===== src/rtl/usb_tx_arbiter_pkg.sv =====
`default_nettype none
// ============================================================================
//  Module      : usb_tx_arbiter_pkg
//  Description : Shared widths, logic levels, arbiter state encoding and the
//                round-robin pick helper for the USB TX arbiter.
//  Revision    : 1.0 - initial release
// ============================================================================
package usb_tx_arbiter_pkg;

    localparam int USB_DATA_NBIT = 16;
    localparam int USB_ADDR_NBIT = 8;

    localparam logic LOW  = 1'b0;
    localparam logic HIGH = 1'b1;

    typedef enum logic [2:0] {
        ST_ARB_IDLE  = 3'd0,
        ST_ARB_FILL  = 3'd1,
        ST_ARB_PAD   = 3'd2,
        ST_ARB_SEND  = 3'd3,
        ST_ARB_DRAIN = 3'd4
    } arb_state_t;

    // First requesting index after 'last', modulo n (n = 1..4).
    // Scans downward so the closest candidate after 'last' overwrites the rest.
    function automatic logic [1:0] rr_pick(input logic [3:0] req,
                                           input logic [1:0] last,
                                           input int         n);
        logic [1:0] pick;
        int         cand;
        pick = last;
        for (int i = 4; i >= 1; i--) begin
            if (i <= n) begin
                cand = (int'(last) + i) % n;
                if (req[cand[1:0]]) pick = cand[1:0];
            end
        end
        return pick;
    endfunction

endpackage
`default_nettype wire


===== src/rtl/usb_tx_arbiter_cache_ram.sv =====
`default_nettype none
// ============================================================================
//  Module      : usb_tx_cache_ram
//  Description : Simple dual-port packet cache, synchronous write port and a
//                registered read port that clears on reset.
//  Revision    : 1.0 - initial release
// ============================================================================
module usb_tx_cache_ram
    import usb_tx_arbiter_pkg::*;
#(
    parameter int ADDR_NBIT = USB_ADDR_NBIT,
    parameter int DATA_NBIT = USB_DATA_NBIT
) (
    input  logic                 clk,
    input  logic                 rst_n,
    input  logic                 we,
    input  logic [ADDR_NBIT-1:0] waddr,
    input  logic [DATA_NBIT-1:0] wdata,
    input  logic [ADDR_NBIT-1:0] raddr,
    output logic [DATA_NBIT-1:0] rdata
);

    logic [DATA_NBIT-1:0] r_mem [0:(1 << ADDR_NBIT)-1];

    // Write port; storage itself is never reset
    always_ff @(posedge clk) begin
        if (we) r_mem[waddr] <= wdata;
    end

    // Registered read port, one cycle of latency
    always_ff @(posedge clk or negedge rst_n) begin
        if (!rst_n) rdata <= '0;
        else        rdata <= r_mem[raddr];
    end

endmodule
`default_nettype wire


===== src/rtl/usb_tx_arbiter.sv =====
`default_nettype none
// ============================================================================
//  Module      : usb_tx_arbiter
//  Description : Round-robin sharing of the USB TX packet path. The granted
//                requester fills the TX cache, the tail is padded, a start
//                pulse goes to the slave-FIFO writer, which then drains it.
//                Optional header word at address 0: define USB_TX_HDR_EN.
//  Revision    : 1.0 - initial release
// ============================================================================
module usb_tx_arbiter
    import usb_tx_arbiter_pkg::*;
#(
    parameter int                       NUM_REQ       = 2,
    parameter logic [USB_DATA_NBIT-1:0] PAD_WORD      = '0,
    parameter int                       DRAIN_TIMEOUT = 65535
) (
    input  logic                              ifclk,
    input  logic                              rst_n,
    input  logic [NUM_REQ-1:0]                req,
    output logic [NUM_REQ-1:0]                gnt,
    input  logic [NUM_REQ-1:0]                src_vd,
    input  logic [NUM_REQ*USB_DATA_NBIT-1:0]  src_data,
    input  logic [NUM_REQ-1:0]                src_eop,
    output logic                              tx_cache_sop,
    input  logic [USB_ADDR_NBIT-1:0]          tx_cache_addr,
    output logic [USB_DATA_NBIT-1:0]          tx_cache_data,
    output logic                              busy,
    output logic                              tx_timeout
);

    localparam int TO_NBIT = (DRAIN_TIMEOUT < 2) ? 1 : $clog2(DRAIN_TIMEOUT);
    localparam logic [TO_NBIT-1:0]       TO_LAST   = TO_NBIT'(DRAIN_TIMEOUT - 1);
    localparam logic [USB_ADDR_NBIT-1:0] ADDR_LAST = '1;
    localparam int DW4 = 4 * USB_DATA_NBIT;
`ifdef USB_TX_HDR_EN
    localparam logic [USB_ADDR_NBIT-1:0] PTR_START = USB_ADDR_NBIT'(1);
    localparam int CNT_NBIT = USB_DATA_NBIT - 2;
`else
    localparam logic [USB_ADDR_NBIT-1:0] PTR_START = '0;
`endif

    arb_state_t                r_state;
    logic [NUM_REQ-1:0]        r_gnt;
    logic [1:0]                r_last;
    logic [1:0]                r_idx;
    logic [USB_ADDR_NBIT-1:0]  r_wr_ptr;
    logic [TO_NBIT-1:0]        r_to_cnt;
    logic                      r_addr_seen;
    logic                      r_sop;
    logic                      r_busy;
    logic                      r_timeout;

    // Requester vectors widened to the maximum of four so indexing is uniform
    logic [3:0]                w_req4;
    logic [3:0]                w_vd4;
    logic [3:0]                w_eop4;
    logic [DW4-1:0]            w_data4;
    logic [1:0]                w_pick;
    logic                      w_vd;
    logic                      w_eop;
    logic [USB_DATA_NBIT-1:0]  w_src_word;
    logic                      w_last_word;
    logic                      w_we;
    logic [USB_ADDR_NBIT-1:0]  w_waddr;
    logic [USB_DATA_NBIT-1:0]  w_wdata;
    logic [USB_DATA_NBIT-1:0]  w_ram_q;

    assign w_req4      = 4'(req);
    assign w_vd4       = 4'(src_vd);
    assign w_eop4      = 4'(src_eop);
    assign w_data4     = DW4'(src_data);
    assign w_pick      = rr_pick(w_req4, r_last, NUM_REQ);
    assign w_vd        = w_vd4[r_idx];
    assign w_eop       = w_eop4[r_idx];
    assign w_src_word  = w_data4[r_idx*USB_DATA_NBIT +: USB_DATA_NBIT];
    assign w_last_word = (r_wr_ptr == ADDR_LAST);
    assign w_waddr     = r_wr_ptr;

`ifdef USB_TX_HDR_EN
    logic [USB_DATA_NBIT-1:0]  r_hdr;
    logic                      r_rd_hdr;
    logic [CNT_NBIT-1:0]       w_hdr_cnt;
    logic [USB_DATA_NBIT-1:0]  w_hdr;

    // Payload occupies 1..wr_ptr, so wr_ptr is the word count; full saturates
    assign w_hdr_cnt = w_last_word ? '1 : CNT_NBIT'(r_wr_ptr);
    assign w_hdr     = {r_idx, w_hdr_cnt};

    // Address 0 reads come from the header register instead of the RAM
    always_ff @(posedge ifclk or negedge rst_n) begin
        if (!rst_n) r_rd_hdr <= LOW;
        else        r_rd_hdr <= (tx_cache_addr == '0);
    end

    assign tx_cache_data = r_rd_hdr ? r_hdr : w_ram_q;
`else
    assign tx_cache_data = w_ram_q;
`endif

    // RAM write port: granted requester data in FILL, pad value in PAD
    always_comb begin
        w_we    = LOW;
        w_wdata = PAD_WORD;
        case (r_state)
            ST_ARB_FILL: begin
                w_we    = w_vd;
                w_wdata = w_src_word;
            end
            ST_ARB_PAD:  w_we = HIGH;
            default:     w_we = LOW;
        endcase
    end

    // Arbitration, fill, pad, start pulse and drain sequencing
    always_ff @(posedge ifclk or negedge rst_n) begin
        if (!rst_n) begin
            r_state     <= ST_ARB_IDLE;
            r_gnt       <= '0;
            r_last      <= 2'(NUM_REQ - 1);
            r_idx       <= '0;
            r_wr_ptr    <= '0;
            r_to_cnt    <= '0;
            r_addr_seen <= LOW;
            r_sop       <= LOW;
            r_busy      <= LOW;
            r_timeout   <= LOW;
`ifdef USB_TX_HDR_EN
            r_hdr       <= '0;
`endif
        end else begin
            r_sop     <= LOW;
            r_timeout <= LOW;
            case (r_state)
                ST_ARB_IDLE: begin
                    if (|req) begin
                        r_gnt    <= NUM_REQ'(4'b0001 << w_pick);
                        r_idx    <= w_pick;
                        r_last   <= w_pick;
                        r_wr_ptr <= PTR_START;
                        r_busy   <= HIGH;
                        r_state  <= ST_ARB_FILL;
                    end
                end
                ST_ARB_FILL: begin
                    if (w_vd) begin
                        r_wr_ptr <= r_wr_ptr + 1'b1;
                        if (w_eop || w_last_word) begin
                            r_gnt <= '0;
`ifdef USB_TX_HDR_EN
                            r_hdr <= w_hdr;
`endif
                            if (w_last_word) begin
                                r_state <= ST_ARB_SEND;
                                r_sop   <= HIGH;
                            end else begin
                                r_state <= ST_ARB_PAD;
                            end
                        end
                    end
                end
                ST_ARB_PAD: begin
                    r_wr_ptr <= r_wr_ptr + 1'b1;
                    if (w_last_word) begin
                        r_state <= ST_ARB_SEND;
                        r_sop   <= HIGH;
                    end
                end
                ST_ARB_SEND: begin
                    r_state     <= ST_ARB_DRAIN;
                    r_to_cnt    <= '0;
                    r_addr_seen <= LOW;
                end
                ST_ARB_DRAIN: begin
                    // Last address seen: allow one more cycle for its read
                    if (r_addr_seen) begin
                        r_state <= ST_ARB_IDLE;
                        r_busy  <= LOW;
                    end else if (tx_cache_addr == ADDR_LAST) begin
                        r_addr_seen <= HIGH;
                    end else if (r_to_cnt == TO_LAST) begin
                        r_timeout <= HIGH;
                        r_state   <= ST_ARB_IDLE;
                        r_busy    <= LOW;
                    end else begin
                        r_to_cnt <= r_to_cnt + 1'b1;
                    end
                end
                default: begin
                    r_state <= ST_ARB_IDLE;
                    r_gnt   <= '0;
                    r_busy  <= LOW;
                end
            endcase
        end
    end

    usb_tx_cache_ram #(
        .ADDR_NBIT (USB_ADDR_NBIT),
        .DATA_NBIT (USB_DATA_NBIT)
    ) u_cache_ram (
        .clk   (ifclk),
        .rst_n (rst_n),
        .we    (w_we),
        .waddr (w_waddr),
        .wdata (w_wdata),
        .raddr (tx_cache_addr),
        .rdata (w_ram_q)
    );

    assign gnt          = r_gnt;
    assign tx_cache_sop = r_sop;
    assign busy         = r_busy;
    assign tx_timeout   = r_timeout;

endmodule
`default_nettype wire


===== config.mk =====
export PLATFORM = sky130hd
export DESIGN_NAME = usb_tx_arbiter
export DESIGN_NICKNAME = d
export VERILOG_FILES = /design/src/rtl/usb_tx_arbiter_pkg.sv /design/src/rtl/usb_tx_arbiter_cache_ram.sv /design/src/rtl/usb_tx_arbiter.sv
export SDC_FILE = /design/constraint.sdc
export NUM_CORES = 2
export LEC_CHECK = 0
export ABC_CLOCK_PERIOD_IN_PS = 8590
export BUFFER_PORTS_ARGS = -buffer_cell sky130_fd_sc_hd__buf_2
export CORE_UTILIZATION = 39
export DETAILED_ROUTE_END_ITERATION = 8
export HOLD_SLACK_MARGIN = 0.1
export PLACE_DENSITY_LB_ADDON = 0.12
export SKIP_LAST_GASP = 1
export SYNTH_ARGS = -nofsm -noshare
export SYNTH_HDL_FRONTEND = slang
export SYNTH_SLANG_ARGS = --single-unit

===== constraint.sdc =====
create_clock -name ifclk -period 8.59 [get_ports ifclk]
set_input_delay 0.859 -clock ifclk [delete_from_list [all_inputs] [get_ports ifclk]]
set_output_delay 0.859 -clock ifclk [all_outputs]
set_load 0.05 [all_outputs]

# Word level (Yosys, flattened, before mapping)
# Memory sizes are Yosys's and may differ from the RTL's. A register that Yosys moved wholly into a read port is not among the register bits.
# Cells that the tools add are included.
totals:
  ff_bits: 37
  latch_bits: 0
  ramBits: 4096
  rom_bits: 0
  wordCells: 104
  n_memories: 1
memory_table:
  columns: ["memory", "depth", "width", "read_ports", "rd_ports_with_merged_regs", "wr", "line_no", "rtl"]
  rows:
  - ["u_cache_ram.r_mem", 256, 16, 1, 1, 1, "usb_tx_arbiter_cache_ram.sv:23", "logic [DATA_NBIT-1:0] r_mem [0:(1 << ADDR_NBIT)-1];"]
classes:
  addsub: 4
  mul: 0
  n_div: 0
  order_cmp: 3
  n_eq_ne: 16
  shifts: 2
  muxes: 50
  n_bitwise: 4
  n_reduce_logical: 14
ops:
  columns: ["operator", "count"]
  rows:
  - ["2-to-1 mux 16 bit", 4]
  - ["variable part select 64 x 7 -> 16 bit", 1]
  - ["one-hot mux 16 bit (2 select lines)", 1]
  - ["one-hot mux 8 bit (3 select lines)", 1]
  - ["2-to-1 mux 3 bit", 7]
  - ["2-to-1 mux 1 bit", 20]
  - ["adder 16 x 1 -> 16 bit (second input constant)", 1]
  - ["equality test 16 bit (second input constant)", 1]
  - ["equality test 8 bit (second input constant)", 2]
  - ["2-to-1 mux 8 bit", 2]
  - ["one-hot mux 3 bit (5 select lines)", 1]
  - ["inequality test 2 bit (second input constant)", 7]
  - ["AND reduction 4 bit", 3]
  - ["2-to-1 mux 2 bit", 5]
  - ["less-than comparator 2 x 3 -> 1 bit (second input constant)", 3]
  - ["adder 8 x 1 -> 8 bit (second input constant)", 1]
  - ["binary-select mux 1 bit (select 2 bit)", 4]
  - ["equality test 3 x 2 -> 1 bit (second input constant)", 2]
  - ["inequality test 3 bit (second input constant)", 2]
  - ["one-hot mux 1 bit (2 select lines)", 3]
  - ["one-hot mux 2 bit (3 select lines)", 1]
  - ["AND reduction 6 bit", 1]
  - ["OR reduction 3 bit", 2]
  - ["equality test 3 x 1 -> 1 bit (second input constant)", 1]
  - ["other kinds (14)", 17]

# Longest topological paths before layout
logic_depth:
  ltp_word: 9
  mapped_depth: 12
  depth_no_buf: 8

# Cells and area by module
# From an unflattened synthesis, not the netlist that was laid out.
hier_totals:
  cells_unflattened: 7623
  hier_area_um2: 161067.0
modules_own_cells:
  columns: ["module", "n_inst", "cells_per_inst", "area_per_inst_um2", "seq_area_each_um2"]
  rows:
  - ["usb_tx_cache_ram", 1, 7360, 158796.0, 123398.3]
  - ["usb_tx_arbiter", 1, 263, 2270.9, 902.1]

# Least setup slack after synthesis
# No wires, ideal clock.
synth_path:
  kind: "flip-flop to flip-flop"
  startpoint: "reg r_state[2]"
  endpoint: "mem u_cache_ram.r_mem[0][5] (netlist name), data pin"
  setup_time_ps: 1391
  t_arrival_ps: 7073
  setup_slack_ps: 126
  stages_incl_launch_ff: 6
  path_buffers: 2
  period_less_slack_ps: 8464
  path_cell_list: "dfrtp_1 -> clkbuf_1 -> nor2_1 -> nand3b_1 -> clkbuf_1 -> nor2_1"
synth_via:
  elab_chain_cells: 2
synth_lines:
  columns: ["element", "line_no", "rtl"]
  rows:
  - ["from (decl)", "usb_tx_arbiter.sv:42", "arb_state_t r_state;"]
  - ["from (signal assigned)", "usb_tx_arbiter.sv:117", "r_state <= ST_ARB_IDLE;"]
  - ["from (signal assigned)", "usb_tx_arbiter.sv:141", "r_state <= ST_ARB_FILL;"]
  - ["from (signal assigned)", "usb_tx_arbiter.sv:153", "r_state <= ST_ARB_SEND;"]
  - ["equality test 3 x 1 -> 1 bit", "usb_tx_arbiter.sv:104", "case (r_state)"]
  - ["2-to-1 mux 16 bit", "usb_tx_arbiter.sv:104", null]
  - ["net u_cache_ram.wdata[5]", "usb_tx_arbiter_cache_ram.sv:18", "input logic [DATA_NBIT-1:0] wdata,"]
  - ["to (decl)", "usb_tx_arbiter_cache_ram.sv:23", null]
# The timed path passes the listed nets, and every way through them passes these cells.

# Final worst setup path
layout_path:
  startpoint: "reg r_idx[0]"
  endpoint: "mem u_cache_ram.r_mem[184][13] (netlist name), enable pin"
layout_via:
  elab_chain_cells: 5
layout_lines:
  columns: ["element", "line_no", "rtl"]
  rows:
  - ["from (decl)", "usb_tx_arbiter.sv:45", "logic [1:0] r_idx;"]
  - ["from (signal assigned)", "usb_tx_arbiter.sv:137", "r_idx <= w_pick;"]
  - ["binary-select mux 1 bit (select 2 bit)", "usb_tx_arbiter.sv:73", "assign w_vd = w_vd4[r_idx];"]
  - ["2-to-1 mux 1 bit (implied by the code)", "usb_tx_arbiter.sv:73", null]
  - ["one-hot mux 1 bit (2 select lines)", "usb_tx_arbiter.sv:104", null]
  - ["2-to-1 mux 1 bit", "usb_tx_arbiter_cache_ram.sv:27", "if (we) r_mem[waddr] <= wdata;"]
  - ["2-to-1 mux 1 bit (implied by the code)", "usb_tx_arbiter_cache_ram.sv:27", null]
# Every way passes these cells. The select of a mux whose other input is x is not followed.

==> results.md <==
- Crit Path Max Fanout: 19
- # port buffers: 68
- Crit-path cells: mux2i_1 > nor4_2 > o21bai_1 > buf_4 > nor3b_1 > nand2_2 > buf_4 > nor2_2
- Cell type of the slowest stage on the worst timing path: nor2_2
- Crit-path max cell delay: approximately 0.96 ns
- HP Start: req[1]
- Top Ports: a little under 70
- Count leader, synth: edfxtp_1
- CTS Buf Count: approximately 450
- CTS max path bufs: 4
- Cell Area, Synth: 160000 um2
- GRT Overall Usage: between 20 and 25%
- GRT overflow: 0
- Crit path arrival time: approximately 5.6 ns
- Cell Pwr Density: between 200 and 300 nW/um2
- Vias per cell: roughly 5.7
- Final WS setup: about 3.6 ns
- Final Max Slew Viols: 0
- Syn Inst Count: between 7000 and 8000
- Die Width: 643 um
- Achievable clock frequency: 201 MHz
- Maxcap violations: 0
- DRC: 0
- R2R depth: 8
- HP Class: input pin to register
- Top FF cell, synth: edfxtp_1
- End of the worst register-to-register path: u_cache_ram.r_mem[184][13]
- Slew headroom: 3.65%
- Initial core utilization: 39.2%
- Synth area leaders: edfxtp_1 (77%), mux4_2 (11%), mux2i_1 (4.3%)
- RSZ-0062 raised after global routing: false
- Fin Setup TNS: 0 ns
- Root buffer cell: clkbuf_16
- CTS Sinks: around 4100
- Hold endpoint: gnt[0]
- Hold depth: 4
- Routed WL: between 400 and 500 mm
- Initial DRC count: slightly below 9000
- Vias post-DR: 79378
- Clk slew on worst S/H paths: ~0.06 ns
- Place WS: between 3 and 4 ns
- Crit path time final: 4.96 ns
- Post-CTS Setup Repair Bufs: 0
- Post-DP HPWL: 275 mm
- Dominant cell type by area after synthesis: edfxtp_1
- Worst-Skew Late Latency: just over 1 ns
- Die area: 414000 um2
- Syn_area_per_cell: approximately 21 um2
- Antenna violations before repair: 41
- Number of flops mapped to enable cells by yosys: between 4000 and 5000
- Worst R2R Start: r_idx[0]
- Core area: slightly above 400000 um2
- Top post-synthesis cells by count: edfxtp_1 (4096), mux4_2 (788), mux2i_1 (684), nor2_1 (358), a22oi_1 (214)
- Die H: 643 um
- Layout cell share with drive strength beyond 1: about a quarter
- Routability cong.: 0.789
- Final core utilization: between 40% and 50%
- # rows: approximately 240
- WP data required: approximately 9.2 ns
- Measured slew at the worst slew-check pin: approximately 1.4 ns
- Final Hold Vio Count: 0
- Most used cell, CP: buf_4
- Top cell type's share of synthesized area: 76.7%
- CP startpoint kind: register
- Syn nets: approximately 7600
- Largest net degree at the start of global routing: around 190
- Vias in the first global route: ~80000
- Synth cell types: 64
- Final period utilization: 57.8%
- First-pass GRT wire length: about 660 mm
- Worst Setup End Kind: register
- Peak VDD IR: ~330 uV
- Setup violators final: 0
- Flop2flop setup slack: 3.63 ns
- First-pass DRT Iterations: 7
- TritonCTS clock tree: done
- Synth async-reset ratio: under 10%
- Critical setup path kind: register to register
- Status: complete, no violations
- Final nets: slightly above 8000
- Post-synthesis sequential area ratio: a little under 80%
- Clk_skew: ~0.097 ns
- YS warnings: 0
- Max H-tree Level: 5
- Yosys reg bits: about 4100
- Pleak: slightly below 60 nW
- Antenna-violating nets left: 0
- Layout area overhead: 14.0%
- Wirelength per Cell: approximately 34 um
-- cell type report --
type	count	area [um2]
Clock buffer	577	11800
Clock inverter	238	1970
Antenna cell	11	27.5
Sequential cell	4148	124000
Fill cell	34822	227000
Timing Repair Buffer	452	3700
Inverter	14	52.6
Multi-Input combinational cell	2939	34100
Tap cell	5451	6820
-- how the worst max path moves through the flow --
stage                     start                          to  slack (ns)
3_3_place_gp   tx_cache_addr[2]        u_cache_ram.rdata[5]        2.79
6_report               r_idx[0]  u_cache_ram.r_mem[184][13]        3.63
2_1_floorplan        r_state[2]     u_cache_ram.r_mem[0][5]        0.13
4_1_cts                r_idx[0]  u_cache_ram.r_mem[184][13]        3.64
5_1_grt                r_idx[0]  u_cache_ram.r_mem[184][13]        3.39
3_5_place_dp   tx_cache_addr[0]        u_cache_ram.rdata[2]        3.11
-- per-stage QoR --
step / cells / cell area, um2 / power (W) / hold WS [ns]
3_5_place_dp: 13000 / 169000 / 0.0301 / 0.484
2_1_floorplan: 7557 / 160000 / 0.0279 / 0.457
3_3_place_gp: 12995 / 169000 / 0.0300 / 0.486
6_report: 13830 / 183000 / 0.0480 / 0.364
5_1_grt: 13823 / 183000 / 0.0493 / 0.353
4_1_cts: 13818 / 183000 / 0.0484 / 0.258
-- state kept, by name, indices dropped and copies added (netlist names) --
name,cells
busy,1
gnt,2
r_addr_seen,1
r_idx,1
r_last,2
r_state,3
r_to_cnt,16
r_wr_ptr,8
tx_cache_sop,1
tx_timeout,1
u_cache_ram.r_mem,4096
u_cache_ram.rdata,16
-- routing by layer --
layer	vias up	global-route usage [%]	part of all wire, %	wire (um)
met5	-	0	0.011	50
met4	8	5.37	2.4	11400
met3	537	3.56	6.6	31500
met2	2813	36.6	48	228000
met1	43384	32.4	43	205000
li1	32636	-	-	-
-- placed cells by master (no fill, tap or decap), drive strengths merged, types with 10 or more instances in the layout --
cell type / synthesis / layout
a21o: 13 / 13
bufinv: 0 / 21
nand2: 98 / 98
o22ai: 49 / 49
nor4: 14 / 14
mux2i: 684 / 684
o21ai: 85 / 85
clkbuf: 169 / 577
inv: 14 / 29
a21oi: 105 / 105
mux4: 788 / 788
a22oi: 214 / 214
nor2: 359 / 359
o221ai: 27 / 27
nor2b: 28 / 28
a211oi: 25 / 25
a22o: 26 / 26
a221oi: 134 / 134
nor3: 14 / 14
buf: 287 / 449
mux2: 42 / 42
edfxtp: 4096 / 4096
a2bb2oi: 10 / 10
and3: 38 / 38
clkinv: 0 / 197
nand3: 50 / 50
nand2b: 10 / 10
a32o: 11 / 11
diode: 0 / 11
dfrtp: 51 / 51
-- critical path, delay by kind of cell, from the launching register on --
kind / cells / cell delay, ns
AOI/OAI and AO/OA: 1 / 0.12
DFF: 1 / 0.91
and+or+nand+nor: 4 / 2.51
muxes: 1 / 0.28
buffers and inverters: 2 / 0.70
-- cells by family after synthesis --
group	synth area share, %
xor gates and xnor gates	0.0437
AOI/OAI and AO/OA	3.40
DFF	77.6
buffers and inverters	1.49
and+or+nand+nor	1.83
adders and majority gates	0.0468
muxes	15.6
-- power breakdown --
part	switching (W)	internal (W)	total [W]
clock	0.00798	0.0103	0.0183
sequential	0.000136	0.0244	0.0246
combinational	0.00415	0.000952	0.00510
-- what timing repair did --
action | in CTS | in global routing
hold buffers | 3 | 0
hold endpoints to repair | 52 | 0
resized for setup | 0 | 0
endpoints found under the setup margin | 0 | 0
(Power assumes the default switching activity.)
